<file path="config.mk">
export PLATFORM = sky130hd
export DESIGN_NAME = rx_frame_interface
export DESIGN_NICKNAME = d
export VERILOG_FILES = /design/src/rtl/rx_frame_pkg.sv /design/src/rtl/tx_result_serializer.sv /design/src/rtl/rx_frame_interface.sv
export SDC_FILE = /design/constraint.sdc
export NUM_CORES = 1
export LEC_CHECK = 0
export ABC_AREA = 1
export CAP_MARGIN = 10
export CORE_MARGIN = 2
export CORE_UTILIZATION = 46
export DETAILED_ROUTE_END_ITERATION = 6
export GPL_ROUTABILITY_DRIVEN = 1
export PLACE_DENSITY = 0.75
export RECOVER_POWER = 50
export SYNTH_ARGS = -nofsm -noshare
export SYNTH_HDL_FRONTEND = slang
export SYNTH_SLANG_ARGS = --single-unit
</file>
<file path="constraint.sdc">
create_clock -name i_clock -period 1.4 [get_ports i_clock]
set_input_delay 0.28 -clock i_clock [delete_from_list [all_inputs] [get_ports i_clock]]
set_output_delay 0.28 -clock i_clock [all_outputs]
set_load 0.03 [all_outputs]
</file>
<file path="src/rtl/rx_frame_pkg.sv">
// rtl/rx_frame_pkg.sv - shared state encodings and counter-width helper for rx_frame_interface
//
// Purpose: constants shared by the receive front end and the result serializer.
//   ST_*       : FSM state encodings, also exported on o_state for LED debug
//   cnt_width  : register width for a counter that must hold 0..n-1 (minimum 1 bit)
package rx_frame_pkg;

    localparam logic [2:0] ST_RECV_OPND  = 3'd0;
    localparam logic [2:0] ST_RECV_OPC   = 3'd1;
    localparam logic [2:0] ST_EXEC       = 3'd2;
    localparam logic [2:0] ST_SEND_START = 3'd3;
    localparam logic [2:0] ST_SEND_WAIT  = 3'd4;

    function automatic int cnt_width(input int n);
        return (n <= 2) ? 1 : $clog2(n);
    endfunction

endpackage

</file>
<file path="src/rtl/tx_result_serializer.sv">
// rtl/tx_result_serializer.sv - latches the ALU result and hands it to UART TX byte by byte
//
// Purpose: EXEC / SEND_START / SEND_WAIT sequencing, result shift register, byte counter.
// Ports:
//   clk_i, rst_i   : clock, synchronous active-high reset
//   commit_i       : one-cycle pulse, a frame was committed on this edge
//   alu_result_i   : combinational ALU result, sampled in EXEC
//   tx_done_i      : one-cycle strobe, TX finished the current byte (only honoured in SEND_WAIT)
//   state_o        : serializer state (ST_RECV_OPND doubles as idle)
//   busy_o         : high from commit until the last tx_done_i
//   start_tx_o     : one-cycle pulse in the first SEND_WAIT cycle of each byte
//   data_o         : byte currently offered to TX
module tx_result_serializer
    import rx_frame_pkg::*;
#(
    parameter int DATA_BITS    = 8,
    parameter int RESULT_BYTES = 1
) (
    input  logic                              clk_i,
    input  logic                              rst_i,
    input  logic                              commit_i,
    input  logic [RESULT_BYTES*DATA_BITS-1:0] alu_result_i,
    input  logic                              tx_done_i,
    output logic [2:0]                        state_o,
    output logic                              busy_o,
    output logic                              start_tx_o,
    output logic [DATA_BITS-1:0]              data_o
);

    localparam int RW = RESULT_BYTES * DATA_BITS;
    localparam int CW = cnt_width(RESULT_BYTES);
    localparam logic [CW-1:0] CNT_LAST = CW'(RESULT_BYTES - 1);

    logic [2:0]           state_q, state_d;
    logic [RW-1:0]        sr_q, sr_d;
    logic [CW-1:0]        cnt_q, cnt_d;
    logic                 start_tx_q, start_tx_d;
    logic [DATA_BITS-1:0] data_q, data_d;

    always_comb begin
        state_d    = state_q;
        sr_d       = sr_q;
        cnt_d      = cnt_q;
        data_d     = data_q;
        start_tx_d = 1'b0;
        case (state_q)
            ST_RECV_OPND: begin
                if (commit_i) begin
                    state_d = ST_EXEC;
                end
            end
            ST_EXEC: begin
                // The committed operands reached the ALU one cycle ago, so its output is stable now.
                sr_d    = alu_result_i;
                data_d  = alu_result_i[DATA_BITS-1:0];
                cnt_d   = '0;
                state_d = ST_SEND_START;
            end
            ST_SEND_START: begin
                // Registered so the pulse lands in the cycle after SEND_START, together with SEND_WAIT.
                start_tx_d = 1'b1;
                state_d    = ST_SEND_WAIT;
            end
            ST_SEND_WAIT: begin
                if (tx_done_i) begin
                    if (cnt_q != CNT_LAST) begin
                        sr_d    = sr_q >> DATA_BITS;
                        data_d  = sr_d[DATA_BITS-1:0];
                        cnt_d   = cnt_q + CW'(1);
                        state_d = ST_SEND_START;
                    end else begin
                        state_d = ST_RECV_OPND;
                    end
                end
            end
            default: begin
                state_d = ST_RECV_OPND;
            end
        endcase
    end

    always_ff @(posedge clk_i) begin
        if (rst_i) begin
            state_q    <= ST_RECV_OPND;
            sr_q       <= '0;
            cnt_q      <= '0;
            start_tx_q <= 1'b0;
            data_q     <= '0;
        end else begin
            state_q    <= state_d;
            sr_q       <= sr_d;
            cnt_q      <= cnt_d;
            start_tx_q <= start_tx_d;
            data_q     <= data_d;
        end
    end

    assign state_o    = state_q;
    assign busy_o     = (state_q != ST_RECV_OPND);
    assign start_tx_o = start_tx_q;
    assign data_o     = data_q;

endmodule

</file>
<file path="src/rtl/rx_frame_interface.sv">
// rtl/rx_frame_interface.sv - UART RX frame assembler and ALU front end with timeout and overrun
//
// Purpose: collects NUM_OPERANDS operand bytes plus one opcode byte, commits them atomically
// to the ALU, then lets tx_result_serializer return the result over UART TX.
// Ports:
//   i_clock, i_reset : clock, synchronous active-high reset
//   i_data_ready     : one-cycle strobe, i_data holds a received byte
//   i_data           : received byte
//   i_alu_result     : combinational ALU result
//   i_tx_done        : one-cycle strobe, TX finished the current byte
//   o_operands       : committed operands, operand k at [k*DATA_BITS +: DATA_BITS]
//   o_opcode         : committed opcode (low OPCODE_BITS of the opcode byte)
//   o_alu_valid      : one-cycle pulse after each commit
//   o_start_tx       : one-cycle pulse, start TX of o_data
//   o_data           : byte offered to TX
//   o_busy           : high from commit until the last i_tx_done
//   o_frame_error    : one-cycle pulse when a partial frame is discarded on timeout
//   o_overrun        : one-cycle pulse when a byte arrives while busy (byte dropped)
//   o_state          : current FSM state for LED debug
module rx_frame_interface
    import rx_frame_pkg::*;
#(
    parameter int DATA_BITS      = 8,
    parameter int NUM_OPERANDS   = 2,
    parameter int OPCODE_BITS    = 6,
    parameter int RESULT_BYTES   = 1,
    parameter int TIMEOUT_CYCLES = 50000
) (
    input  logic                              i_clock,
    input  logic                              i_reset,
    input  logic                              i_data_ready,
    input  logic [DATA_BITS-1:0]              i_data,
    input  logic [RESULT_BYTES*DATA_BITS-1:0] i_alu_result,
    input  logic                              i_tx_done,
    output logic [NUM_OPERANDS*DATA_BITS-1:0] o_operands,
    output logic [OPCODE_BITS-1:0]            o_opcode,
    output logic                              o_alu_valid,
    output logic                              o_start_tx,
    output logic [DATA_BITS-1:0]              o_data,
    output logic                              o_busy,
    output logic                              o_frame_error,
    output logic                              o_overrun,
    output logic [2:0]                        o_state
);

    localparam int OW = NUM_OPERANDS * DATA_BITS;
    localparam int IW = cnt_width(NUM_OPERANDS);
    localparam int TW = cnt_width(TIMEOUT_CYCLES);
    localparam logic [IW-1:0] IDX_LAST = IW'(NUM_OPERANDS - 1);
    localparam logic [TW-1:0] TMO_LAST = TW'((TIMEOUT_CYCLES == 0) ? 0 : TIMEOUT_CYCLES - 1);

    logic [2:0]             rx_state_q, rx_state_d;
    logic [IW-1:0]          idx_q, idx_d;
    logic [TW-1:0]          tmo_q, tmo_d;
    logic [OW-1:0]          shadow_q, shadow_d;
    logic [OW-1:0]          operands_q, operands_d;
    logic [OPCODE_BITS-1:0] opcode_q, opcode_d;
    logic                   alu_valid_q, alu_valid_d;
    logic                   frame_error_q, frame_error_d;
    logic                   overrun_q, overrun_d;
    logic                   partial;
    logic                   commit;
    logic                   ser_busy;
    logic [2:0]             ser_state;

    always_comb begin
        rx_state_d    = rx_state_q;
        idx_d         = idx_q;
        tmo_d         = tmo_q;
        shadow_d      = shadow_q;
        operands_d    = operands_q;
        opcode_d      = opcode_q;
        alu_valid_d   = 1'b0;
        frame_error_d = 1'b0;
        overrun_d     = 1'b0;
        commit        = 1'b0;
        partial       = 1'b0;

        if (ser_busy) begin
            // A result is in flight: incoming bytes are dropped and flagged, frame state untouched.
            overrun_d = i_data_ready;
            tmo_d     = '0;
        end else begin
            case (rx_state_q)
                ST_RECV_OPND: begin
                    if (i_data_ready) begin
                        for (int k = 0; k < NUM_OPERANDS; k++) begin
                            if (idx_q == IW'(k)) begin
                                shadow_d[k*DATA_BITS +: DATA_BITS] = i_data;
                            end
                        end
                        if (idx_q == IDX_LAST) begin
                            idx_d      = '0;
                            rx_state_d = ST_RECV_OPC;
                        end else begin
                            idx_d = idx_q + IW'(1);
                        end
                    end
                end
                ST_RECV_OPC: begin
                    if (i_data_ready) begin
                        operands_d  = shadow_q;
                        opcode_d    = i_data[OPCODE_BITS-1:0];
                        alu_valid_d = 1'b1;
                        commit      = 1'b1;
                        rx_state_d  = ST_RECV_OPND;
                    end
                end
                default: begin
                    rx_state_d = ST_RECV_OPND;
                end
            endcase

            partial = (rx_state_q == ST_RECV_OPC) || (idx_q != '0);

            // A byte arriving on the expiry cycle wins over the timeout.
            if (i_data_ready || (rx_state_d != rx_state_q) || !partial || (TIMEOUT_CYCLES == 0)) begin
                tmo_d = '0;
            end else if (tmo_q == TMO_LAST) begin
                tmo_d         = '0;
                idx_d         = '0;
                rx_state_d    = ST_RECV_OPND;
                frame_error_d = 1'b1;
            end else begin
                tmo_d = tmo_q + TW'(1);
            end
        end
    end

    always_ff @(posedge i_clock) begin
        if (i_reset) begin
            rx_state_q    <= ST_RECV_OPND;
            idx_q         <= '0;
            tmo_q         <= '0;
            shadow_q      <= '0;
            operands_q    <= '0;
            opcode_q      <= '0;
            alu_valid_q   <= 1'b0;
            frame_error_q <= 1'b0;
            overrun_q     <= 1'b0;
        end else begin
            rx_state_q    <= rx_state_d;
            idx_q         <= idx_d;
            tmo_q         <= tmo_d;
            shadow_q      <= shadow_d;
            operands_q    <= operands_d;
            opcode_q      <= opcode_d;
            alu_valid_q   <= alu_valid_d;
            frame_error_q <= frame_error_d;
            overrun_q     <= overrun_d;
        end
    end

    tx_result_serializer #(
        .DATA_BITS    (DATA_BITS),
        .RESULT_BYTES (RESULT_BYTES)
    ) u_tx_result_serializer (
        .clk_i        (i_clock),
        .rst_i        (i_reset),
        .commit_i     (commit),
        .alu_result_i (i_alu_result),
        .tx_done_i    (i_tx_done),
        .state_o      (ser_state),
        .busy_o       (ser_busy),
        .start_tx_o   (o_start_tx),
        .data_o       (o_data)
    );

    assign o_operands    = operands_q;
    assign o_opcode      = opcode_q;
    assign o_alu_valid   = alu_valid_q;
    assign o_busy        = ser_busy;
    assign o_frame_error = frame_error_q;
    assign o_overrun     = overrun_q;
    // The receive FSM is parked in RECV_OPND while the serializer owns the frame.
    assign o_state       = ser_busy ? ser_state : rx_state_q;

endmodule

</file>
Word level (Yosys, flattened, before mapping)
Index checks and enable logic that the tools add are counted.
{"block": "totals", "regBits": 74, "latch_bits": 0, "mem_bits_rw": 0, "romBits": 0, "input_bits": 20, "out_inout_bits": 38, "wordCells": 73, "n_memories": 0}
{"block": "classes", "add_sub_neg": 3, "mul": 0, "n_div": 0, "magnitude_cmp": 0, "eq_ne": 9, "shifts": 0, "n_mux": 28, "bitwise": 2, "reduce_logical": 17}
{"operator": "3-bit two-way mux", "n": 9}
{"operator": "16-bit by 1-bit adder with 16-bit output (second input constant)", "n": 1}
{"operator": "16-bit equality test (second input constant)", "n": 1}
{"operator": "8-bit two-way mux", "n": 2}
{"operator": "8-bit case mux with 2 select lines", "n": 1}
{"operator": "1-bit two-way mux", "n": 12}
{"operator": "3-bit case mux with 4 select lines", "n": 1}
{"operator": "4-bit AND reduction", "n": 2}
{"operator": "3-bit by 2-bit equality test with 1-bit output (second input constant)", "n": 2}
{"operator": "3-bit zero test", "n": 2}
{"operator": "3-bit case mux with 2 select lines", "n": 1}
{"operator": "3-bit AND reduction", "n": 2}
{"operator": "2-bit != test (second input constant)", "n": 2}
{"operator": "2-bit AND reduction", "n": 2}
{"operator": "4-bit OR reduction", "n": 1}
{"operator": "3-bit by 1-bit equality test with 1-bit output (second input constant)", "n": 1}
{"operator": "3-bit equality test (second input constant)", "n": 1}
{"operator": "1-bit logical OR", "n": 3}
{"operator": "3-bit != test", "n": 1}
{"operator": "3-bit nonzero test", "n": 1}
{"operator": "3-bit OR reduction", "n": 1}
{"operator": "1-bit adder (second input constant)", "n": 2}
{"operator": "2-bit two-way mux", "n": 1}
{"operator": "2-bit by 1-bit != test with 1-bit output (second input constant)", "n": 1}
{"operator": "other kinds (5)", "n": 6}

Longest topological paths before layout
Gate-level depths: netlist of run 1.
{"block": "logic_depth", "word_depth": 8, "mapped_depth": 9, "ltp_nobuf": 9}

By module
A second synthesis of run 1 with hierarchy kept.
{"block": "unflattened", "hier_cells": 400, "area_unflattened_um2": 2912.8}
{"module": "rx_frame_interface", "instances": 1, "cells_per_inst": 331, "area_each_um2": 2424.8}
{"module": "tx_result_serializer", "instances": 1, "cells_per_inst": 69, "area_each_um2": 488.0}

Worst setup path before layout of run 1
No wires, ideal clock.
{"block": "synth_path", "path_kind": "register -> output", "from": "register u_tx_result_serializer.state_q[1], in the netlist u_tx_result_serializer.state_o[1]", "to": "output o_state[0]", "arrival_time_ns": 1.430, "slack_ns": -0.310, "path_stages_with_launch": 6, "n_path_buf": 0, "cell_sequence": "dfxtp_1 > inv_2 > nand2_4 > nor2_8 > inv_2 > o21ai_0"}
{"block": "synth_between", "elab_chain_len": 2}
{"item": "from (decl)", "line_no": "tx_result_serializer.sv:34", "source": "logic [2:0] state_q, state_d;"}
{"item": "from (signal assigned)", "line_no": "tx_result_serializer.sv:90", "source": "state_q <= state_d;"}
{"item": "3-bit nonzero test", "line_no": "tx_result_serializer.sv:99", "source": "assign busy_o = (state_q != ST_RECV_OPND);"}
{"item": "net o_busy", "line_no": "rx_frame_interface.sv:40", "source": "output logic o_busy,"}
{"item": "3-bit two-way mux", "line_no": "rx_frame_interface.sv:176", "source": "assign o_state = ser_busy ? ser_state : rx_state_q;"}
{"item": "to (decl)", "line_no": "rx_frame_interface.sv:43", "source": "output logic [2:0] o_state"}
The timed path passes the listed nets, and every way through them passes these cells.

Final worst setup path of run 1
{"block": "layout_path", "from": "register u_tx_result_serializer.state_q[1], in the netlist u_tx_result_serializer.state_o[1]", "to": "output o_state[1]"}
{"block": "layout_between", "elab_chain_len": 2}
{"item": "3-bit nonzero test", "line_no": "tx_result_serializer.sv:99"}
{"item": "3-bit two-way mux (*)", "line_no": "rx_frame_interface.sv:176"}
Mark *: on every way between the ends. The rest lies on a longest branch, timed or not.

==> impl_results.md, run 1 <==
* Unrepaired setup endpoints after global routing: yes
* IO Pins at 58
* Drt wl/cell at 12.89 µm
* Filler instances at 484
* R2r setup slk at -130 ps
* Gpl congestion at 0.8560
* Post-Syn Nets at 398
* Worst Max-Slew Pin Slew at 419.6 ps
* Detail Route Antenna Nets at 0
* Largest net degree at the start of global routing at 49
* Post-route minimum period at 1556 ps
* Number of global-route vias before repair at 2525
* Worst hold path type: reg -> reg
* Die area at 6939 µm²
* Final worst slack at -156.5 ps
* Post-Syn Area at 2893 µm²
* #FFs+latches synth at 73
* Initial antenna violation count at 0
* Crit-path max FO at 6
* Placement Setup Slack at -272.6 ps
* Final hold vios at 0
* Hold Path End: u_tx_result_serializer.data_o[6]$_SDFFE_PP0P_
* Max Clock Skew at 14.67 ps
* Die width at 83.30 µm
* Num CTS Buffers at 9
* Final Total Pwr at 4577 µW
* Worst VDD drop at 0.6841 mV
* Setup violations, final at 28
* Layout cells sized above 1 at 23.40%
* R2R depth at 10
* Fin Setup TNS at -1861 ps
* Status: complete, but fails checks
* Crit path from: u_tx_result_serializer.state_o[1]$_SDFFE_PP0P_
* Worst Path Required at 1120 ps
* Leak at 0.001749 µW
* Crit path launch type: flip-flop
* First-pass GRT wire length at 11520 µm
* Final Cycle Share at 111.2%
* Clk sink count at 73
* Via count at 2725
* Dpl cells at 518
* H-tree depth at 3
* HPWL after DPL at 4454 µm
* Max Clk Rate at 642.5 MHz
* Total wire length at 7026 µm
* Worst path arrival time at 1280 ps
* Clk buf depth at 2
* HP Start: u_tx_result_serializer.data_o[6]$_SDFFE_PP0P_
* Clk slew on worst S/H paths at 80 ps
* Cts-stage hold buffer count at 0
* Max-cap violations at 0
* Core Region at 5991 µm²
* Congestion Overflow GR at 0
* Drt pass-1 iters at 4
* CTS tree: done
* Row count at 28
* Violated checks: negative setup slack
* Worst hold path cell count at 2
* Nets@finish at 486
* Rel. slew slack at 72.03%
* GR Util All Layers at 20.41%
* Reg-to-reg endpoint: shadow_q[10]$_SDFFE_PP0P_
* Final slew viol count at 0
* Later-pin clock latency in the skew report at 360 ps
* Setup CP Type: reg -> out
* Worst R2R Start: u_tx_result_serializer.state_o[1]$_SDFFE_PP0P_
* Critical path capture point type: primary output
* Mean Syn Cell Area at 7.673 µm²
* Ant. Diodes at 0
* Syn Inst Count at 377
* Synth Warn # at 0
* Worst hold slack at 448.3 ps
* PD cells at 1125 nW/µm²
* Die Height at 83.30 µm
* DRT iter0 DRCs at 136
* Post-route DRC at 0
* Starting density of the core at 48.29%
* Area Overhead vs Synth at 40.66%
* Clock Tree Root: clkbuf_8
* PortBufs at 57
* Fin cells at 545
* Sequential cell area fraction in the yosys report at 50.52%
* Synth cell types at 32
* Via/cell ratio at 5.000
## Yosys cell counts
cell type    n  share of area [%]
a211oi_1     1               0.26
a21oi_1     12                2.1
a21oi_2      4                1.2
a31o_2       1               0.30
buf_2        2               0.35
buf_4        2               0.52
buf_6        3                1.2
clkbuf_1     4               0.52
dfxtp_1     73                 51
ha_1         1               0.43
inv_1       31                4.0
inv_2        7               0.91
nand2_1     36                4.7
nand2_2      3               0.65
nand2_4      1               0.39
nand3_1      8                1.4
nand3_2      1               0.35
nand3_4      1               0.61
nand4_1      5                1.1
nor2_1     110                 14
nor2_2       3               0.65
nor2_4       2               0.78
nor2_8       1               0.69
nor3_1       3               0.52
nor3_2       1               0.35
nor3b_1      3               0.78
o211ai_1     1               0.26
o21ai_0     50                8.7
o21ai_1      2               0.35
o21bai_1     1               0.26
or2_2        2               0.43
xnor2_1      2               0.61
## registers in the layout, indices dropped and copies added (netlist names)
name and count:
idx_q 1, rx_state_q 3, shadow_q 16, tmo_q 16
u_tx_result_serializer.data_o 8, o_frame_error 1, u_tx_result_serializer.start_tx_o 1, u_tx_result_serializer.state_o 3
o_operands 16, o_alu_valid 1, o_opcode 6, o_overrun 1
## cell type report
type                            count  area (µm²)  area share [%]
Sequential cell                    73        1470           36.13
Multi-Input combinational cell    258        1364           33.52
Timing Repair Buffer               85       798.3           19.62
Inverter                           38       161.4           3.967
Clock buffer                       10       137.6           3.383
Tap cell                           75       93.84           2.306
Clock inverter                      6       43.79           1.076
## timing repair
| item | 4_1_cts | 5_1_grt |
|---|---|---|
| pin swaps | 3 | 13 |
| resized for setup | 53 | 85 |
| buffers inserted | 6 | 2 |
| setup endpoints to repair | 42 | 78 |
| cloned | 1 | 2 |
## cells in the final DEF, fill, tap and decap left out, types with 4 or more instances in the layout
cell	instances
a21oi_1	11
a21oi_2	5
buf_4	20
buf_6	11
clkbuf_8	10
clkdlybuf4s15_1	20
clkdlybuf4s50_1	19
dfxtp_1	66
dfxtp_2	7
dlygate4sd2_1	13
inv_1	29
inv_2	4
nand2_1	35
nand3_1	7
nand4_1	5
nor2_1	100
nor2_2	10
nor2_4	5
o21ai_0	26
o21ai_1	22
o21ai_2	4
## worst max-delay path, cell delays in order, from the launching register on
cell	delay, ps
dfxtp_2	340
inv_2	80
nand2_4	70
nor2_8	110
inv_6	60
o21ai_2	120
buf_6	140
## report_power, final
part / leakage [µW] / switching (µW) / internal, µW / total (µW)
Combinational: 0.00106 / 475 / 327 / 803
Sequential: 0.000596 / 74.6 / 2200 / 2270
Clock: 0.0000922 / 810 / 693 / 1500
Total: 0.00175 / 1360 / 3220 / 4580
## per-layer routing
layer	GRT usage (%)	up-vias	part of all wire [%]
li1	-	1386	-
met1	25.78	1266	45
met2	33.06	60	48
met3	5.765	13	5.2
met4	7.750	0	1.8
met5	0	-	0
## stage by stage
stage | instance area [µm²] | utilization (%)
2_1_floorplan | 2893 | -
3_3_place_gp | 3623 | 60.48
3_5_place_dp | 3623 | 60.48
4_1_cts | 3870 | 64.60
5_1_grt | 4069 | 67.92
6_report | 4069 | 67.92
## cells by family after synthesis
| group | after synthesis | synth area share (%) |
|---|---|---|
| flops | 73 | 50.52 |
| fa+ha+maj | 1 | 0.4325 |
| compound gates | 72 | 13.37 |
| xor+xnor | 2 | 0.6056 |
| simple gates | 180 | 27.60 |
| buf+inv | 49 | 7.482 |
## how the worst max path moves through the flow
| stage | to | slack, ps | depth (start not counted) |
|---|---|---|---|
| global placement | shadow_q[4]$_SDFFE_PP0P_ | -230 | 7 |
| global route | o_state[0] | -210 | 6 |
| floorplan | o_state[0] | -80 | 5 |
| CTS | o_state[1] | -190 | 6 |
| detailed placement | o_operands[6]$_SDFFE_PP0P_ | -270 | 8 |
| finish | o_state[1] | -160 | 6 |
(Power assumes the default switching activity.)
==> run 2: changes to the inputs <==
--- a/config.mk
+++ b/config.mk
@@ -7,11 +7,14 @@
 export LEC_CHECK = 0
 export ABC_AREA = 1
 export CAP_MARGIN = 10
+export CELL_PAD_IN_SITES_DETAIL_PLACEMENT = 0
+export CELL_PAD_IN_SITES_GLOBAL_PLACEMENT = 1
 export CORE_MARGIN = 2
-export CORE_UTILIZATION = 46
+export CORE_UTILIZATION = 33
+export CTS_CLUSTER_DIAMETER = 50
 export DETAILED_ROUTE_END_ITERATION = 6
 export GPL_ROUTABILITY_DRIVEN = 1
-export PLACE_DENSITY = 0.75
+export PLACE_DENSITY_LB_ADDON = 0.1
 export RECOVER_POWER = 50
 export SYNTH_ARGS = -nofsm -noshare
 export SYNTH_HDL_FRONTEND = slang
==> impl_results.md, run 2 (synthesized netlist as in run 1, its figures left out) <==
* Worst hold path type: reg -> reg
* Post-route DRC at 0 (unchanged)
* Starting density of the core at 33.66% (-15 points)
* Detail Route Antenna Nets at 0 (unchanged)
* Cell breakdown of the critical path: inv_2 -> nand2_4 -> nor2_8 -> inv_6 -> o21ai_2 -> buf_6
* Ant. Diodes at 0 (unchanged)
* PD cells at 1099 nW/µm² (-2.3%)
* Unrepaired setup endpoints after global routing: yes
* Worst R2R Start: u_tx_result_serializer.state_o[1]$_SDFFE_PP0P_
* Core Region at 8593 µm² (+43%)
* Commonest non-fill, non-tap cell in the layout: nor2_1
* Crit path launch type: flip-flop
* DRT iter0 DRCs at 82 (-40%)
* Layout cells sized above 1 at 30.25% (+6.8 points)
* Reg-to-reg endpoint: shadow_q[12]$_SDFFE_PP0P_
* Status: complete, but fails checks
* Initial antenna violation count at 0 (unchanged)
* Clk sink count at 73 (unchanged)
* Critical-path top delay cell: dfxtp_2
* Die Height at 97.63 µm (+17%)
* Clock Tree Root: clkbuf_8
* Clk buf depth at 2 (unchanged)
* Critical path capture point type: primary output
* Die width at 97.63 µm (+17%)
* Delay of the slowest critical-path stage at 340 ps (about the same)
* Via/cell ratio at 4.581 (-8.4%)
* Worst path arrival time at 1240 ps (-40 ps)
* GR Util All Layers at 15.59% (-4.8 points)
* Largest net degree at the start of global routing at 49 (unchanged)
* Post-route minimum period at 1522 ps (-34.78 ps)
* Clk slew on worst S/H paths at 70 ps (about the same)
* R2r setup slk at -100 ps (+30 ps)
* Drt wl/cell at 12.87 µm (-0.20%)
* Cts-stage hold buffer count at 0 (unchanged)
* Violated checks: negative setup slack
* Setup CP Type: reg -> out
* Placed cell area at 3762 µm² (+3.8%)
* Nets@finish at 502 (+3.3%)
* HP Start: u_tx_result_serializer.data_o[0]$_SDFFE_PP0P_
* Max Clk Rate at 657.2 MHz (+2.3%)
* Final worst slack at -121.7 ps (+34.78 ps)
* Gpl congestion at 0.7149 (-16%)
* IO Pins at 58 (unchanged)
* Crit path from: u_tx_result_serializer.state_o[1]$_SDFFE_PP0P_
* Worst VDD drop at 0.5938 mV (-13%)
* HPWL after DPL at 4807 µm (+7.9%)
* Placement Setup Slack at -315.3 ps (-42.72 ps)
* Die area at 9531 µm² (+37%)
* Total wire length at 7642 µm (+8.8%)
* Row count at 34 (+21%)
* Final Instance Area at 4349 µm² (+6.9%)
* Later-pin clock latency in the skew report at 350 ps (about the same)
* Leak at 0.001831 µW (+4.7%)
* Worst hold slack at 445.6 ps (-2.647 ps)
* Drt pass-1 iters at 4 (unchanged)
* Setup violations, final at 30 (+7.1%)
* R2R depth at 10 (unchanged)
* Worst Setup EP: o_state[1]
* Rel. slew slack at 76.47% (+4.4 points)
* Congestion Overflow GR at 0 (unchanged)
* Number of global-route vias before repair at 2563 (+1.5%)
* Worst Max-Slew Pin Slew at 353.0 ps (-66.60 ps)
* Worst Path Required at 1120 ps (about the same)
* H-tree depth at 3 (unchanged)
* Fin Setup TNS at -1530 ps (+330.7 ps)
* Worst path bufs/invs at 3 (unchanged)
* Max-cap violations at 0 (unchanged)
* Via count at 2721 (-0.15%)
* PortBufs at 57 (unchanged)
* CTS tree: done
* Num CTS Buffers at 9 (unchanged)
* Worst path top cell family by delay: flip-flops
* First-pass GRT wire length at 12060 µm (+4.7%)
* Final slew viol count at 0 (unchanged)
* Final hold vios at 0 (unchanged)
* WP depth at 6 (unchanged)
* Most frequent cells in the layout: nor2_1, dfxtp_1, nand2_1
* Final Cycle Share at 108.7% (-2.5 points)
* Crit-path max FO at 4 (-2)
* Area Overhead vs Synth at 50.35%
* Max Clock Skew at 10.97 ps (-3.702 ps)
-- run 2: cell types whose count changed in the layout (fill, tap and decap cells not counted), sizes merged --
cell / previous run / this run
buf: 32 / 47
clkbuf: 11 / 21
clkinv: 5 / 2
clkdlybuf4s15: 20 / 13
inv: 37 / 38
nand2: 41 / 40
dlygate4sd2: 13 / 12
clkinvlp: 2 / 3
bufinv: 0 / 1
-- run 2: how the worst min path moves through the flow --
stage                                                endpoint  slack, ps  depth (start not counted)
6_report        u_tx_result_serializer.data_o[0]$_SDFFE_PP0P_        450                          2
5_1_grt         u_tx_result_serializer.data_o[0]$_SDFFE_PP0P_        470                          2
4_1_cts         u_tx_result_serializer.data_o[5]$_SDFFE_PP0P_        450                          2
3_5_place_dp    u_tx_result_serializer.data_o[5]$_SDFFE_PP0P_        440                          2
3_3_place_gp    u_tx_result_serializer.data_o[5]$_SDFFE_PP0P_        430                          2
2_1_floorplan  u_tx_result_serializer.state_o[2]$_SDFFE_PP0P_        350                          1
-- run 2: through the flow --
stage	instances	util, %	power (µW)
3_3_place_gp	564	43.78	3010
6_report	594	50.61	4778
2_1_floorplan	377	-	2719
5_1_grt	594	50.61	4990
3_5_place_dp	564	43.78	3014
4_1_cts	585	47.51	4716
-- run 2: report_power, final --
group	internal, µW	leakage [µW]	switching, µW
clock	830	0.0000929	841
combinational	352	0.00114	485
sequential	2190	0.000596	75.0
total	3380	0.00183	1400
-- run 2: layer usage --
metal	wire length, µm	GRT usage [%]
met1	3729	20.62
met3	280	2.734
met5	0	0
met2	3500	24.72
met4	131	7.372
-- run 2: layout make-up --
type | instances | area [µm²]
Fill cell | 889 | 4244
Multi-Input combinational cell | 257 | 1416
Timing Repair Buffer | 102 | 958.4
Clock buffer | 10 | 127.6
Sequential cell | 73 | 1473
Tap cell | 108 | 135.1
Inverter | 38 | 171.4
Clock inverter | 6 | 67.56
-- run 2: worst register-to-register path: stages (launching register included) --
cell and delay (ps):
dfxtp_2 350, inv_2 60, nand2_4 90, nor2_8 40, buf_4 130, buf_6 110
buf_8 130, nand3_4 110, clkinvlp_4 200, nor2_2 160, nor2_1 40
-- run 2: timing repair --
item,4_1_cts,5_1_grt
setup endpoints to repair,51,72
gates resized for setup,69,108
setup buffers,5,4
pin swaps,5,33
cloned,0,5
==> run 3: changes to the inputs <==
--- a/config.mk
+++ b/config.mk
@@ -7,10 +7,10 @@
 export LEC_CHECK = 0
 export ABC_AREA = 1
 export CAP_MARGIN = 10
-export CELL_PAD_IN_SITES_DETAIL_PLACEMENT = 0
-export CELL_PAD_IN_SITES_GLOBAL_PLACEMENT = 1
+export CELL_PAD_IN_SITES_DETAIL_PLACEMENT = 1
+export CELL_PAD_IN_SITES_GLOBAL_PLACEMENT = 2
 export CORE_MARGIN = 2
-export CORE_UTILIZATION = 33
+export CORE_UTILIZATION = 26
 export CTS_CLUSTER_DIAMETER = 50
 export DETAILED_ROUTE_END_ITERATION = 6
 export GPL_ROUTABILITY_DRIVEN = 1
==> impl_results.md, run 3 (synthesized netlist as in run 1, its figures left out) <==
* PD cells at 1103 nW/µm² (+0.37%)
* Drt pass-1 iters at 4 (unchanged)
* H-tree depth at 3 (unchanged)
* Most frequent cells in the layout: nor2_1, dfxtp_1, buf_4
* Starting density of the core at 26.69% (-7.0 points)
* Worst Max-Slew Pin Slew at 376.3 ps (+23.31 ps)
* Clk buf depth at 2 (unchanged)
* Later-pin clock latency in the skew report at 350 ps (about the same)
* Crit path launch type: flip-flop
* Congestion Overflow GR at 0 (unchanged)
* Final hold vios at 0 (unchanged)
* Row count at 38 (+12%)
* Worst VDD drop at 0.4033 mV (-32%)
* Filler instances at 1314 (+48%)
* GR Util All Layers at 14.68% (-0.92 points)
* Setup CP Type: reg -> out
* R2r setup slk at -70 ps (+30 ps)
* DRT iter0 DRCs at 51 (-38%)
* Setup violations, final at 37 (+23%)
* Die Height at 109.5 µm (+12%)
* Initial antenna violation count at 0 (unchanged)
* Violated checks: negative setup slack
* Worst hold slack at 441.5 ps (-4.086 ps)
* Ant. Diodes at 0 (unchanged)
* Die area at 11990 µm² (+26%)
* Crit-path max FO at 4 (unchanged)
* Clk sink count at 73 (unchanged)
* Worst path arrival time at 1220 ps (-20 ps)
* Detail Route Antenna Nets at 0 (unchanged)
* Post-route DRC at 0 (unchanged)
* Via count at 2804 (+3.1%)
* Gpl congestion at 0.7116 (-0.46%)
* Largest net degree at the start of global routing at 49 (unchanged)
* Post-layout util at 42.05% (-8.6 points)
* Max-cap violations at 0 (unchanged)
* Max Clk Rate at 664.5 MHz (+1.1%)
* Commonest non-fill, non-tap cell in the layout: nor2_1
* Rel. slew slack at 75.02% (-1.4 points)
* Max Clock Skew at 11.80 ps (+0.8228 ps)
* PortBufs at 57 (unchanged)
* Post-route minimum period at 1505 ps (-16.90 ps)
* Worst hold path type: reg -> reg
* Die width at 109.5 µm (+12%)
* HPWL after DPL at 5591 µm (+16%)
* CTS tree: done
* Clock Tree Root: clkbuf_8
* Total wire length at 8549 µm (+12%)
* Worst Path Required at 1120 ps (about the same)
* Number of global-route vias before repair at 2808 (+9.6%)
* Core Region at 10840 µm² (+26%)
* IO Pins at 58 (unchanged)
* Critical path capture point type: primary output
* Num CTS Buffers at 9 (unchanged)
* Unrepaired setup endpoints after global routing: yes
* Final slew viol count at 0 (unchanged)
* Fin cells at 638 (+7.4%)
* Nets@finish at 515 (+2.6%)
* Via/cell ratio at 4.395 (-4.1%)
* Placement Setup Slack at -317.3 ps (-1.991 ps)
* Final Cycle Share at 107.5% (-1.2 points)
* Status: complete, but fails checks
* Final worst slack at -104.8 ps (+16.90 ps)
* Dpl cells at 603 (+6.9%)
* Drt wl/cell at 13.40 µm (+4.2%)
* Area Overhead vs Synth at 57.57%
* Layout cells sized above 1 at 35.34% (+5.1 points)
* Cts-stage hold buffer count at 0 (unchanged)
* Leak at 0.001872 µW (+2.2%)
* Clk slew on worst S/H paths at 80 ps (about the same)
* First-pass GRT wire length at 13590 µm (+13%)
run 3: changes by cell type in the layout (fill, tap and decap cells not counted), moves of 6 or more:
cell,change
buf_4,+10
dlygate4sd2_1,-8
nor2_1,-15
nor2_2,+7
nor2_4,+8
o21ai_0,+7
o21ai_2,-6
run 3: path summary, 6_finish.rpt:
check / endpoint / cells after the start / from
worst max-delay path: o_state[1] / 6 / u_tx_result_serializer.state_o[1]$_SDFFE_PP0P_
worst min-delay path: u_tx_result_serializer.data_o[7]$_SDFFE_PP0P_ / 2 / u_tx_result_serializer.data_o[7]$_SDFFE_PP0P_
worst max register to register: o_operands[3]$_SDFFE_PP0P_ / 11 / u_tx_result_serializer.state_o[1]$_SDFFE_PP0P_
worst min register to register: u_tx_result_serializer.data_o[7]$_SDFFE_PP0P_ / 2 / u_tx_result_serializer.data_o[7]$_SDFFE_PP0P_
run 3: report_power, final:
group	switching (µW)	leakage, µW	internal, µW
combinational	520	0.00117	380
sequential	81.2	0.000598	2190
clock	813	0.000104	1040
total	1410	0.00187	3610
run 3: area by class of cell:
type / instances / area, µm² / share of cell area (%)
Tap cell: 140 / 175.2 / 3.843
Multi-Input combinational cell: 258 / 1495 / 32.80
Timing Repair Buffer: 114 / 1020 / 22.37
Clock inverter: 5 / 80.08 / 1.757
Inverter: 38 / 168.9 / 3.706
Clock buffer: 10 / 137.6 / 3.019
Sequential cell: 73 / 1481 / 32.50
run 3: what timing repair did:
action / CTS / global route
setup buffers: 11 / 7
hold endpoints to repair: 0 / 0
pin swaps: 14 / 37
gates cloned: 2 / 2
setup endpoints to repair: 70 / 90
resized for setup: 96 / 110
run 3: worst max-delay path: stages (launching register included):
cell and delay [ps]:
dfxtp_2 330, inv_2 70, nand2_4 70, nor2_8 100, inv_4 50, o21ai_2 110, buf_6 140
run 3: routing by layer:
layer	track usage [%]	wire, µm	vias to the layer above
li1	-	-	1441
met5	0	0	-
met2	23.99	3994	44
met1	18.81	4116	1311
met4	5.425	77	0
met3	3.438	360	8
run 3: per-stage QoR:
stage	area, µm²	setup TNS (ps)	total power [µW]
after detailed placement	3855	-16700	3044
after floorplan	2893	-187.5	2719
after global placement	3855	-15480	3038
final	4558	-1694	5026
after CTS	4347	-1853	4993
after global routing	4558	-5608	5313
